[config.mk]
export PLATFORM = sky130hd
export DESIGN_NAME = sat_counter
export DESIGN_NICKNAME = d
export VERILOG_FILES = /design/src/rtl/seq_checker_sat_counter.sv
export SDC_FILE = /design/constraint.sdc
export NUM_CORES = 1
export LEC_CHECK = 0
export ABC_AREA = 1
export BUFFER_PORTS_ARGS = -buffer_cell sky130_fd_sc_hd__buf_2
export CAP_MARGIN = 40
export CORE_AREA = 3 3 40 42
export DETAILED_ROUTE_END_ITERATION = 10
export DIE_AREA = 0 0 43 45
export HOLD_SLACK_MARGIN = 0.03
export SETUP_SLACK_MARGIN = 0.4
export SLEW_MARGIN = 15
export SYNTH_ARGS = -nofsm -noshare
export SYNTH_HDL_FRONTEND = slang
export SYNTH_SLANG_ARGS = --single-unit
[constraint.sdc]
create_clock -name clk -period 2.45 [get_ports clk]
set_input_delay 0.245 -clock clk [delete_from_list [all_inputs] [get_ports clk]]
set_output_delay 0.245 -clock clk [all_outputs]
set_load 0.005 [all_outputs]
[src/rtl/seq_checker_sat_counter.sv]
// sat_counter: W-bit incrementer that sticks at all-ones; synchronous reset.
module sat_counter #(
  parameter int W = 8
) (
  input  logic         clk,
  input  logic         rst,
  input  logic         inc_i,
  output logic [W-1:0] count_o
);

  logic [W-1:0] count_q;
  logic [W-1:0] count_d;

  always_comb begin
    count_d = count_q;
    if (inc_i && (count_q != {W{1'b1}})) begin
      count_d = count_q + {{(W-1){1'b0}}, 1'b1};
    end
  end

  always_ff @(posedge clk) begin
    if (rst) begin
      count_q <= '0;
    end else begin
      count_q <= count_d;
    end
  end

  assign count_o = count_q;

endmodule

==> out/metrics.cfg <==
[pwr]
combPwrFrac=0.087
seqPwrFrac=0.529
switching_power_mw=0.06026
powerDensity_nw_per_um2=466.7
switching_share=0.2319
clock_power_share=0.384
internal_power_mw=0.1996
p_leak_nw=0.2879
peakVddDrop_uv=219.6

[global_route]
grt_pass1_vias=440
grt_start_max_net_pins=13
antenna_found_initial=0
grt_pass1_wl_um=1794
grt.total_usage=0.1241
met1_usage=0.1494
met3_usage=0.04382
grt_busiest_layer=met2
grt_overflow=0
grt.met2_usage=0.1916

[synth]
synth_top_area_share=0.3307
synthesis.area_um2=484.2
synth_top_cell_by_area=dfxtp_1
seq_area_frac_synth=0.3307
synth_area_leaders=dfxtp_1 (33%), nand2_1 (16%), nor2_1 (12%)
synth.avg_cell_area_um2=6.288
syn_nets=81
syn_inst=77
ys_ff_latch=8
yosys_warnings=0
synthDistinctLibCells=15

[clock_network]
clock_path_buffers=2
ctsHoldBuffers=0
root_buffer=clkbuf_4
cts_buffers=3
cts_sinks=8
clk_pin_slew_ns=0.06
cts_setup_buffers=0
worstSkewPairLatency_ns=0.25
htreeDepth=1
cts_resized=0
cts_tree=built

[timing]
setup_ws_ns=1.174
fin_crit_ns=1.276
setup_viol=0
clock_skew_ns=0.006270
fin_crit_sh=0.5210
fmax_mhz=783.5
slew_headroom=0.8389
setup_tns_ns=0
finalMaxSlewViolations=0
worst_slew_pin_slew_ns=0.2416
grt_setup_unrepaired=false
hold_viol_final=0

[worst_setup_path]
critPathRequiredTime_ns=2.59
critPathLaunchType=register
max_stage_delay_ns=0.40
critPathCaptureType=register
arrival_ns=1.42
path_max_fanout=11
setup.worst_path.start=count_o[0]
rr_startpoint=count_o[0]
path_class=register to register
crit_chain=ha_1, nand3_2, inv_2, nand2_2, a21oi_1, nor2_1
critPathSlowestCell=dfxtp_1

[detailed_routing]
drcViolationCount=0
drtIter0Drc=9
first_pass_iters=4
vias=486
vias_per_cell=4.718
drt-total-wl_um=990
wl_per_cell_um=9.612
antenna_left=0

[finish]
final_cell_mix=nand2_1 (20), nor2_1 (15), buf_2 (10), inv_1 (9), dfxtp_1 (8)
final_common_cell=nand2_1
nNetsFinal=94
final_util=0.4333
largest_register_ff_count=8
nFillCells=143
num_antenna_cells=0
drive_above_1_share=0.2386
area_growth_pct=14.99

[floorplan]
core_um2=1285
dieArea_um2=1935
initial_core_util=0.3768
top_level_ports=11
die-height_um=45
die_w_um=43
placement_rows=13

[place]
portBuffers=10
gp_congestion=0.7234
dp_hpwl_um=749.5
post-place-ws_ns=1.180

[job]
cap_violations=0

[run_status]
status=complete, no violations

[hold_path]
hold_class=input port to register
hp-start=rst

## stage by stage
step                hold slack (ns)  instances  total power, mW  instance area (µm²)
finish                       0.2593        103           0.2598                556.8
global route                 0.2967        103           0.2749                556.8
CTS                          0.2547        103           0.2647                556.8
detailed placement           0.4788        100           0.1633                534.3
global placement             0.4739        100           0.1633                534.3
floorplan                    0.4092         77           0.1558                484.2
## worst max-delay path: cells and delay by family, from the launching register on
family / cells / cell delay (ns)
simple gates: 3 / 0.30
buf+inv: 1 / 0.06
fa+ha+maj: 1 / 0.23
compound gates: 1 / 0.18
flops: 1 / 0.40
## cells in the mapped netlist
library cell,count
inv_2,2
inv_1,9
ha_1,1
nand2_1,20
nor2_2,2
a21oi_1,6
buf_4,1
nand3_1,7
nor2_1,15
nand3_2,2
buf_6,1
dfxtp_1,8
o21ai_1,1
nand2_2,1
nand3b_2,1
## final timing paths
check          endpoint  slack, ns  cells after the start
max          count_o[4]       1.17                      6
min          count_o[2]       0.26                      4
max reg2reg  count_o[4]       1.17                      6
min reg2reg  count_o[6]       0.49                      2
## final cells by class
| cell class | count | area, µm² | area share |
|---|---|---|---|
| clock buffer | 3 | 22.52 | 0.04045 |
| sequential | 8 | 160.2 | 0.2876 |
| tap | 15 | 18.77 | 0.03371 |
| timing repair buffer | 10 | 50.05 | 0.08989 |
| inverter | 11 | 41.29 | 0.07416 |
| multi-input combinational | 56 | 264.0 | 0.4742 |
## layer usage
metal	vias to the layer above	wire, µm
met4	0	10
met2	15	441
met3	2	68
li1	260	-
met1	209	469
met5	-	0
## power by group through the flow
stage / registers, mW / logic [mW] / clock network [mW]
floorplan: 0.140 / 0.0155 / 0
global placement: 0.140 / 0.0231 / 0
detailed placement: 0.140 / 0.0230 / 0
CTS: 0.137 / 0.0232 / 0.104
global route: 0.138 / 0.0266 / 0.110
finish: 0.138 / 0.0226 / 0.0998
## kinds of logic after synthesis
family,share of synthesized area
AND/OR/NAND/NOR,0.4470
adder cells (fa/ha/maj),0.02584
AO/OA/AOI/OAI,0.07234
flip-flops,0.3307
buffers and inverters,0.1240
Power figures use the tool's default switching activity.
